### src/rtl/can_frame_tx_if.sv
// ---------------------------------------------------------------------------
// can_frame_tx_if
// Host request and CAN bus signals for the transmit core.
//   tx_req / tx_id / tx_dlc / tx_data / bit_stuffing_EN : frame request from host
//   bus_rx  : resolved wired-AND bus value read back by the core
//   bus_tx  : value the core drives onto the bus (1 = recessive)
//   tx_busy, tx_done, arb_lost, ack_err, bit_err : status and one-cycle pulses
// master = host/bus side, slave = transmit core.
// ---------------------------------------------------------------------------
interface can_frame_tx_if;
    logic        tx_req;
    logic [10:0] tx_id;
    logic [3:0]  tx_dlc;
    logic [63:0] tx_data;
    logic        bit_stuffing_EN;
    logic        bus_rx;
    logic        bus_tx;
    logic        tx_busy;
    logic        tx_done;
    logic        arb_lost;
    logic        ack_err;
    logic        bit_err;

    modport master (
        output tx_req, tx_id, tx_dlc, tx_data, bit_stuffing_EN, bus_rx,
        input  bus_tx, tx_busy, tx_done, arb_lost, ack_err, bit_err
    );

    modport slave (
        input  tx_req, tx_id, tx_dlc, tx_data, bit_stuffing_EN, bus_rx,
        output bus_tx, tx_busy, tx_done, arb_lost, ack_err, bit_err
    );
endinterface

### src/rtl/can_frame_tx.sv
// ---------------------------------------------------------------------------
// can_frame_tx
// Serialises one standard CAN data frame per request onto the wired-AND bus,
// one bit per clk, with bit stuffing, CRC-15, arbitration/bit error checking
// and ACK slot sampling.
//   clk   : bit clock
//   reset : asynchronous, active-low
//   bus   : can_frame_tx_if.slave (host request, bus_tx/bus_rx, status pulses)
// Parameter IFS_BITS: recessive intermission bits after EOF.
// ---------------------------------------------------------------------------
module can_frame_tx #(
    parameter int unsigned IFS_BITS = 3
) (
    input logic           clk,
    input logic           reset,
    can_frame_tx_if.slave bus
);
    typedef enum logic [3:0] {
        ST_IDLE, ST_ARB, ST_CTRL, ST_DATA, ST_CRC,
        ST_CRC_DEL, ST_ACK_SLOT, ST_ACK_DEL, ST_EOF, ST_IFS
    } state_e;

    localparam logic [14:0] CRC_POLY = 15'h4599;
    localparam logic [7:0]  IFS_LAST = 8'(IFS_BITS - 1);

    // state_q/cnt_q name the last non-stuff bit launched; stuff_q marks that
    // the bit currently on the bus is a stuff bit inserted after it.
    state_e      state_q, state_d, next_field, state_adv;
    logic [7:0]  cnt_q, cnt_d;
    logic [81:0] sr_q, sr_d;            // ID, RTR, IDE, r0, DLC, payload
    logic [14:0] crc_q, crc_d;
    logic [2:0]  run_q, run_d;
    logic        stuff_q, stuff_d;
    logic        stuff_en_q, stuff_en_d;
    logic [3:0]  nbytes_q, nbytes_d;
    logic        bus_tx_q, bus_tx_d;
    logic        done_q, done_d, arb_q, arb_d, ack_q, ack_d, berr_q, berr_d;
    logic        field_last, in_stuff_region, nb;
    logic [7:0]  data_last;

    function automatic logic [14:0] crc_step(input logic [14:0] c, input logic b);
        logic [14:0] r;
        r = {c[13:0], 1'b0};
        if (b ^ c[14]) r = r ^ CRC_POLY;
        return r;
    endfunction

    assign data_last       = {1'b0, nbytes_q, 3'b000} - 8'd1;
    assign in_stuff_region = (state_q == ST_ARB) || (state_q == ST_CTRL) ||
                             (state_q == ST_DATA) || (state_q == ST_CRC);

    always_comb begin
        field_last = 1'b1;
        next_field = ST_IDLE;
        case (state_q)
            ST_ARB:      begin field_last = (cnt_q == 8'd12);     next_field = ST_CTRL; end
            ST_CTRL:     begin field_last = (cnt_q == 8'd5);
                               next_field = (nbytes_q != 4'd0) ? ST_DATA : ST_CRC; end
            ST_DATA:     begin field_last = (cnt_q == data_last); next_field = ST_CRC; end
            ST_CRC:      begin field_last = (cnt_q == 8'd14);     next_field = ST_CRC_DEL; end
            ST_CRC_DEL:  next_field = ST_ACK_SLOT;
            ST_ACK_SLOT: next_field = ST_ACK_DEL;
            ST_ACK_DEL:  next_field = ST_EOF;
            ST_EOF:      begin field_last = (cnt_q == 8'd6);      next_field = ST_IFS; end
            ST_IFS:      begin field_last = (cnt_q == IFS_LAST);  next_field = ST_IDLE; end
            default:     next_field = ST_IDLE;
        endcase
    end

    always_comb begin
        state_d    = state_q;
        cnt_d      = cnt_q;
        sr_d       = sr_q;
        crc_d      = crc_q;
        run_d      = run_q;
        stuff_d    = 1'b0;
        stuff_en_d = stuff_en_q;
        nbytes_d   = nbytes_q;
        bus_tx_d   = bus_tx_q;
        done_d     = 1'b0;
        arb_d      = 1'b0;
        ack_d      = 1'b0;
        berr_d     = 1'b0;
        state_adv  = state_q;
        nb         = 1'b1;

        if (state_q == ST_IDLE) begin
            if (bus.tx_req) begin
                // SOF goes out at the accepting edge; it is dominant, so the
                // CRC after shifting it in is still zero.
                state_d    = ST_ARB;
                cnt_d      = '0;
                sr_d       = {bus.tx_id, 3'b000, bus.tx_dlc, bus.tx_data};
                crc_d      = '0;
                run_d      = 3'd1;
                bus_tx_d   = 1'b0;
                stuff_en_d = bus.bit_stuffing_EN;
                nbytes_d   = (bus.tx_dlc > 4'd8) ? 4'd8 : bus.tx_dlc;
            end
        end else begin
            // Readback of the bit launched at the previous edge.
            if (state_q == ST_ARB && !stuff_q) begin
                arb_d  = bus_tx_q & ~bus.bus_rx;
                berr_d = ~bus_tx_q & bus.bus_rx;
            end else if (state_q == ST_ACK_SLOT) begin
                ack_d  = bus.bus_rx;
            end else begin
                berr_d = bus.bus_rx ^ bus_tx_q;
            end

            if (arb_d || ack_d || berr_d) begin
                state_d  = ST_IDLE;
                cnt_d    = '0;
                run_d    = '0;
                bus_tx_d = 1'b1;
            end else if (stuff_en_q && in_stuff_region && run_q == 3'd5) begin
                stuff_d  = 1'b1;
                bus_tx_d = ~bus_tx_q;
                run_d    = 3'd1;
            end else begin
                if (field_last) begin
                    state_adv = next_field;
                    cnt_d     = '0;
                end else begin
                    cnt_d     = cnt_q + 8'd1;
                end
                state_d = state_adv;
                case (state_adv)
                    ST_ARB, ST_CTRL, ST_DATA: begin
                        nb    = sr_q[81];
                        sr_d  = {sr_q[80:0], 1'b0};
                        crc_d = crc_step(crc_q, sr_q[81]);
                    end
                    ST_CRC: begin
                        nb    = crc_q[14];
                        crc_d = {crc_q[13:0], 1'b0};
                    end
                    ST_IDLE: done_d = 1'b1;
                    default: nb = 1'b1;
                endcase
                bus_tx_d = nb;
                if (stuff_en_q && (state_adv == ST_ARB || state_adv == ST_CTRL ||
                                   state_adv == ST_DATA || state_adv == ST_CRC))
                    run_d = (nb == bus_tx_q) ? run_q + 3'd1 : 3'd1;
                else
                    run_d = '0;
            end
        end
    end

    always_ff @(posedge clk or negedge reset) begin
        if (!reset) begin
            state_q    <= ST_IDLE;
            cnt_q      <= '0;
            sr_q       <= '0;
            crc_q      <= '0;
            run_q      <= '0;
            stuff_q    <= 1'b0;
            stuff_en_q <= 1'b0;
            nbytes_q   <= '0;
            bus_tx_q   <= 1'b1;
            done_q     <= 1'b0;
            arb_q      <= 1'b0;
            ack_q      <= 1'b0;
            berr_q     <= 1'b0;
        end else begin
            state_q    <= state_d;
            cnt_q      <= cnt_d;
            sr_q       <= sr_d;
            crc_q      <= crc_d;
            run_q      <= run_d;
            stuff_q    <= stuff_d;
            stuff_en_q <= stuff_en_d;
            nbytes_q   <= nbytes_d;
            bus_tx_q   <= bus_tx_d;
            done_q     <= done_d;
            arb_q      <= arb_d;
            ack_q      <= ack_d;
            berr_q     <= berr_d;
        end
    end

    assign bus.bus_tx   = bus_tx_q;
    assign bus.tx_busy  = (state_q != ST_IDLE);
    assign bus.tx_done  = done_q;
    assign bus.arb_lost = arb_q;
    assign bus.ack_err  = ack_q;
    assign bus.bit_err  = berr_q;
endmodule

### src/flat_wrapper.sv
// flat-port wrapper written by rule: the top's interface ports become plain ports
module can_frame_tx_flat 
#(
    parameter int unsigned IFS_BITS = 3
)
  (clk, reset, bus_tx_req, bus_tx_id, bus_tx_dlc, bus_tx_data, bus_bit_stuffing_EN, bus_bus_rx, bus_bus_tx, bus_tx_busy, bus_tx_done, bus_arb_lost, bus_ack_err, bus_bit_err);
  can_frame_tx_if bus_i ();
  input logic clk;
  input logic reset;
  input wire logic [$bits(bus_i.tx_req)-1:0] bus_tx_req;
  input wire logic [$bits(bus_i.tx_id)-1:0] bus_tx_id;
  input wire logic [$bits(bus_i.tx_dlc)-1:0] bus_tx_dlc;
  input wire logic [$bits(bus_i.tx_data)-1:0] bus_tx_data;
  input wire logic [$bits(bus_i.bit_stuffing_EN)-1:0] bus_bit_stuffing_EN;
  input wire logic [$bits(bus_i.bus_rx)-1:0] bus_bus_rx;
  output wire logic [$bits(bus_i.bus_tx)-1:0] bus_bus_tx;
  output wire logic [$bits(bus_i.tx_busy)-1:0] bus_tx_busy;
  output wire logic [$bits(bus_i.tx_done)-1:0] bus_tx_done;
  output wire logic [$bits(bus_i.arb_lost)-1:0] bus_arb_lost;
  output wire logic [$bits(bus_i.ack_err)-1:0] bus_ack_err;
  output wire logic [$bits(bus_i.bit_err)-1:0] bus_bit_err;
  assign bus_i.tx_req = bus_tx_req;
  assign bus_i.tx_id = bus_tx_id;
  assign bus_i.tx_dlc = bus_tx_dlc;
  assign bus_i.tx_data = bus_tx_data;
  assign bus_i.bit_stuffing_EN = bus_bit_stuffing_EN;
  assign bus_i.bus_rx = bus_bus_rx;
  assign bus_bus_tx = bus_i.bus_tx;
  assign bus_tx_busy = bus_i.tx_busy;
  assign bus_tx_done = bus_i.tx_done;
  assign bus_arb_lost = bus_i.arb_lost;
  assign bus_ack_err = bus_i.ack_err;
  assign bus_bit_err = bus_i.bit_err;
  can_frame_tx #(.IFS_BITS(IFS_BITS)) u_core (.clk(clk), .reset(reset), .bus(bus_i));
endmodule
### config.mk
export PLATFORM = sky130hd
export DESIGN_NAME = can_frame_tx_flat
export DESIGN_NICKNAME = d
export VERILOG_FILES = /design/src/rtl/can_frame_tx_if.sv /design/src/rtl/can_frame_tx.sv /design/src/flat_wrapper.sv
export SDC_FILE = /design/constraint.sdc
export NUM_CORES = 1
export LEC_CHECK = 0
export ABC_CLOCK_PERIOD_IN_PS = 4650
export CAP_MARGIN = 20
export CORE_AREA = 2 2 162 85
export DETAILED_ROUTE_END_ITERATION = 6
export DIE_AREA = 0 0 164 87
export PLACE_DENSITY = 0.8
export SYNTH_ARGS = -nofsm -noshare
export SYNTH_HDL_FRONTEND = slang
export SYNTH_SLANG_ARGS = --single-unit
### constraint.sdc
create_clock -name clk -period 4.65 [get_ports clk]
set_clock_uncertainty 0.15 [all_clocks]
set_input_delay 0.93 -clock clk [delete_from_list [all_inputs] [get_ports clk]]
set_output_delay 0.93 -clock clk [all_outputs]
set_load 0.02 [all_outputs]
# After elaboration in Yosys (flattened, before gate mapping)
# Index checks and enable logic that the tools add are counted.
# word_totals
regBits,123
latchBits,0
ramBits,0
rom_bits,0
inputBits,84
out_inout_bits,6
elab_cells,133
mem_count,0
# classes
add_sub_neg,3
n_mul,0
div,0
order_cmp,1
eq_ne,25
n_shift,0
muxes,60
bitwise,7
n_reduce_logical,24
# op_table
op,n
82-bit two-way mux,5
15-bit two-way mux,5
8-bit two-way mux,5
4-bit two-way mux,9
4-bit case mux with 8 select lines,1
15-bit case mux with 2 select lines,1
1-bit two-way mux,25
3-bit two-way mux,7
4-bit by 3-bit == test with 1-bit output (second input constant),5
4-bit by 2-bit == test with 1-bit output (second input constant),4
8-bit by 3-bit == test with 1-bit output (second input constant),2
8-bit by 4-bit == test with 1-bit output (second input constant),2
8-bit by 1-bit adder with 8-bit output (second input constant),1
4-bit by 1-bit == test with 1-bit output (second input constant),2
4-bit == test (second input constant),2
8-bit by 2-bit == test with 1-bit output (second input constant),1
8-bit == test,1
4-bit zero test,2
1-bit logical OR,8
4-bit AND reduction,2
4-bit nonzero test,2
7-bit by 1-bit subtractor with 8-bit output (second input constant),1
7-bit NOT,1
1-bit case mux with 6 select lines,1
other kinds (17),25

# Logic depth before layout (Yosys ltp)
# logic_depth
ltp_word,21
depth_mapped,14
depth_no_buf,12

# Worst setup path after synthesis
# No wires, ideal clock.
# synth_timing
kind,input to register
startpoint,input port bus_bus_rx
endpoint,register u_core.crc_q[10]
setup_ns,0.121
arrival_ns,3.052
required_ns,4.379
slack_ns,1.327
cell_stages,10
path_buffers,2
cell_sequence,ha_1 mux2i_1 o21ai_0 nand3_1 o21bai_1 a211o_1 buf_2 a21boi_1 clkbuf_1 a22o_1
# synth_between
elab_chain_len,8
word_cells_on_any_way,16
cone_classes,1 x eq/ne; 8 x mux; 4 x bitwise; 3 x reduce/logical
# synth_lines
item,line_no,rtl
"start, declared",flat_wrapper.sv:15,input wire logic [$bits(bus_i.bus_rx)-1:0] bus_bus_rx;
1-bit NOT,can_frame_tx.sv:103,arb_d = bus_tx_q & ~bus.bus_rx;
1-bit bitwise AND,can_frame_tx.sv:103,
1-bit two-way mux,can_frame_tx.sv:102,if (state_q == ST_ARB && !stuff_q) begin
1-bit two-way mux,can_frame_tx.sv:87,if (state_q == ST_IDLE) begin
1-bit logical OR,can_frame_tx.sv:111,if (arb_d || ack_d || berr_d) begin
1-bit logical OR (*),can_frame_tx.sv:111,
2-bit by 1-bit inequality test with 1-bit output (no line) (*),--,
4-bit AND reduction (no line) (*),--,
"end signal, assigned",can_frame_tx.sv:170,crc_q <= crc_d;
"end, declared",can_frame_tx.sv:31,"logic [14:0] crc_q, crc_d;"
# Every way passes the cells marked *; elsewhere a longest branch is shown, timed or not. The select of a mux whose other input is x is not followed.
# A chain may end at the register's enable or synchronous reset.

# Final worst setup path
# layout_timing
startpoint,register u_core.state_q[1]
endpoint,register u_core.run_q[2]
# layout_between
elab_chain_len,18
word_cells_on_any_way,52
cone_classes,15 x eq/ne; 23 x mux; 14 x reduce/logical
# layout_lines
item,line_no,rtl
"start, declared",can_frame_tx.sv:28,"state_e state_q, state_d, next_field, state_adv;"
"start signal, assigned",can_frame_tx.sv:167,state_q <= state_d;
4-bit == test (tied with other cells),can_frame_tx.sv:55,case (state_q)
4-bit case mux with 8 select lines / 1-bit case mux with 6 select lines (equally long branches),can_frame_tx.sv:55,
4-bit two-way mux,can_frame_tx.sv:121,if (field_last) begin
4-bit two-way mux,can_frame_tx.sv:116,end else if (stuff_en_q && in_stuff_region && run_q == 3'd5) begin
4-bit two-way mux,can_frame_tx.sv:111,
4-bit two-way mux,can_frame_tx.sv:87,
4-bit by 2-bit == test with 1-bit output (tied with other cells),"can_frame_tx.sv:128, can_frame_tx.sv:143",
3-bit OR reduction,can_frame_tx.sv:128,case (state_adv)
(+2 left out),--,
1-bit two-way mux,can_frame_tx.sv:111,
1-bit two-way mux,can_frame_tx.sv:87,
1-bit == test,can_frame_tx.sv:144,run_d = (nb == bus_tx_q) ? run_q + 3'd1 : 3'd1;
3-bit two-way mux,can_frame_tx.sv:144,
3-bit two-way mux,can_frame_tx.sv:142,if (stuff_en_q && (state_adv == ST_ARB || state_adv == ST_CTRL ||
3-bit two-way mux,can_frame_tx.sv:116,
3-bit two-way mux,can_frame_tx.sv:111,
3-bit two-way mux,can_frame_tx.sv:87,
"end signal, assigned",can_frame_tx.sv:171,run_q <= run_d;
"end, declared",can_frame_tx.sv:32,"logic [2:0] run_q, run_d;"
# Several ways; a longest one is shown, not always the timed one. The select of a mux whose other input is x is not followed.

==> impl_metrics.csv <==
group,metric,value,unit
floorplan,floorplan.initialDensity,0.4831,
grt,maximum_number_of_pins_on_one_net_before_global_route_repair,164,
cts,cts.htree.levels,4,
grt,first_global_vias,5047,
synthesis,ys_async_sr_fraction,1.000,
timing,setup-tns-final,0,ps
grt,grt_first_pass_wirelength,25320,um
synthesis,number_of_synthesized_flops_with_an_enable_pin,0,
floorplan,core-area,13030,um^2
grt,antenna_found_initial,0,
critical_path,timing.critical_path.buf_inv,0,
critical_path,cpPeakStageDelay,600,ps
critical_path,crit_path_end_kind,"flop",
finish,area_growth_syn_to_layout,27.52,%
synthesis,ys.flop_type,"dfrtp_1",
place,dpl.cell_count,888,
power_and_ir_drop,cellPowerDensity,759.1,nW/um^2
critical_path,crit_fanout,21,
synthesis,synth-warning-count,0,
timing,timing_max_transition_violations_final,0,
timing,rsz0062_at_grt,"no",
timing,final_min_period_over_clock_period,0.8439,
cts,clockBufferDepth,2,
route,detailedRoute.firstIterationViolations,538,
finish,ff_latch_area,3079,um^2
power_and_ir_drop,power.static_leakage,3.544,nW
critical_path,crit_path_top_delay_cell,"dfrtp_1",
synthesis,synth.yosys.seq_area_share,0.4894,
synthesis,avgSynthCellArea,9.695,um^2
critical_path,timing.critical_path.arrival,4070,ps
timing,final-hold-violation-count,0,
critical_path,critPathLaunchType,"flop",
min_path,hold_class,"reg2reg",
timing,worst_slack,726.0,ps
power_and_ir_drop,total_power,0.006091,W
cts,cts_made_buffers,17,
route,totalWireLength,15630,um
cts,clockRootBuffer,"clkbuf_16",
finish,final_layout_size_suffix_gt1_frac,0.07930,
critical_path,critical_path.cell_chain,"or3b_4, or4_1, nand4_2, nand2_1, o311ai_0, and4_4, o32ai_4, xnor2_1, o41ai_2, a21o_1",
place,dpl.hpwl,10560,um
timing,hold-worst-slack,329.2,ps
synthesis,mappedNetlistArea,6292,um^2
critical_path,criticalPathCategory,"reg2reg",
route,post_drt_via_cell_ratio,5.603,
power_and_ir_drop,power.ir.vdd_worst,0.0008081,V
synthesis,synth_nets,740,
timing,fmax,0.2548,GHz
synthesis,postSynthRegisterBits,123,
grt,overflow,0,
floorplan,i_o_pins,90,
finish,n_fill_cell,1020,
finish,instances_no_fill,920,
synthesis,netlist_top_cells_count,"126 x nand2_1, 122 x dfrtp_1, 108 x o21ai_0",
flow_run,cap_viol_max_count,0,
floorplan,die-area,14270,um^2
finish,num_antenna_cells,0,
cts,hold_buffers,0,
finish,nNetsFinal,822,
critical_path,worst_ep_required_time,4800,ps
floorplan,die_width,164,um
synthesis,synth.area.top_cells,"dfrtp_1 49%, mux2i_1 13%, o21ai_0 8.6%",
cts,postCtsSetupRepairBufs,0,
synthesis,synthDominantCellAreaShare,0.4852,
cts,postCtsResizedCells,0,
route,routed_wire_length_per_instance,16.99,um
route,antenna_nets_post_route,0,
route,detail_route.drc_violations,0,
floorplan,floorplan.rows,30,
synthesis,number_of_distinct_library_cell_variants_in_the_gate_level_netlist_after_synthesis,62,
critical_path,critical_path.top_delay_family,"simple AND/OR/NAND/NOR gates",
place,port-buffer-count,89,
grt,grt_usage,0.2294,
route,firstDrtPassIters,5,
synthesis,synth_largest_area_cell,"dfrtp_1",
place,globalplace.congestion,0.9720,
cts,clk_pin_slew_worst_paths,60,ps
run_status,status,"finished clean",
place,place_worst_setup_slack,665.5,ps
cts,clock_tree_from_tritoncts,"yes",
finish,multi_input_comb_area,3022,um^2
cts,clock_insertion_delay_worst_skew,410,ps
synthesis,yosysMostFrequentCell,"nand2_1",
timing,finalWorstPathRequiredPeriod,3924,ps
route,detailroute.via_count,5155,
cts,numClockSinks,123,
synthesis,postSynthCellCount,649,
timing,max_slew_margin,0.3197,
timing,finalSetupViolCount,0,
timing,timing_worst_slew_pin_value,1020,ps
floorplan,die-height,87,um
==> path summary, 6_finish.rpt <==
| path | cells past startpoint | slack (ps) | end | from |
|---|---|---|---|---|
| setup / recovery | 10 | 730 | u_core.run_q[2] | u_core.state_q[1] |
| hold / removal | 2 | 330 | u_core.sr_q[60] | u_core.sr_q[60] |
| setup reg to reg | 10 | 730 | u_core.run_q[2] | u_core.state_q[1] |
| hold reg to reg | 2 | 330 | u_core.sr_q[60] | u_core.sr_q[60] |
| max in group asynchronous | 2 | 3040 | u_core.sr_q[22] | reset |
| min in group asynchronous | 1 | 480 | u_core.cnt_q[2] | reset |
==> per-layer routing <==
metal  wire, um  GRT usage
met1       7279     0.3219
met2       6929     0.3526
met3       1305    0.06473
met4        117    0.06061
met5          0          0
==> state kept, by name, summed over array words and instances, names as in the netlist, 3 cells and up <==
register         cells
u_core.cnt_q         8
u_core.state_q       4
u_core.run_q         3
u_core.crc_q        15
u_core.nbytes_q      4
u_core.sr_q         82
==> report_power, final <==
part / switching [W] / internal, W / leakage, nW
Clock: 0.000503 / 0.000945 / 0.313
Combinational: 0.00166 / 0.00112 / 1.65
Sequential: 0.000315 / 0.00154 / 1.58
==> worst reg2reg max path: cells and delay by family, from the launching register on <==
kind	cells	cell delay (ps)
xor gates and xnor gates	1	500
AOI/OAI and AO/OA	4	1020
and+or+nand+nor	5	1550
DFF	1	600
==> cell type report <==
cell class	count	area share
sequential	123	0.3838
clock inverter	12	0.02292
timing repair buffer	100	0.1241
tap	176	0.02744
inverter	15	0.007017
multi-input combinational	474	0.3766
clock buffer	20	0.05816
==> logic make-up (layout without fill, tap and decap cells) <==
logic type	after synthesis	count (layout)	share of synthesized area
AOI/OAI and AO/OA	167	167	0.1613
xor gates and xnor gates	14	14	0.01949
adders and majority gates	7	7	0.01392
buffers and inverters	52	147	0.03281
DFF	123	123	0.4894
muxes	84	84	0.1342
and+or+nand+nor	202	202	0.1489
==> through the flow <==
| step | instance area [um^2] | util |
|---|---|---|
| after global routing | 8024 | 0.6160 |
| after CTS | 8024 | 0.6160 |
| after global placement | 7373 | 0.5661 |
| after floorplan | 6292 | - |
| final | 8024 | 0.6160 |
| after detailed placement | 7373 | 0.5661 |
==> placed cells by master, fill, tap and decap left out, types with 3 or more instances in the layout <==
master,instances
mux2_2,3
nor4_1,5
ha_1,7
nand2b_1,8
clkdlybuf4s50_1,88
nor3_1,4
o31ai_1,6
xnor2_1,11
nor2_1,20
o211ai_1,4
clkbuf_16,17
clkinv_4,3
nor3b_1,4
a31oi_1,3
bufinv_16,4
nand4_1,4
dfrtp_1,122
and2_1,5
buf_4,10
a22o_1,7
clkbuf_8,3
a21o_1,5
mux2i_1,81
a21oi_1,8
inv_1,15
nand2_1,126
xor2_1,3
nand3_1,6
nor2b_1,4
o21a_1,3
o21ai_0,108
Note: power is estimated with default switching activity, not from simulation.
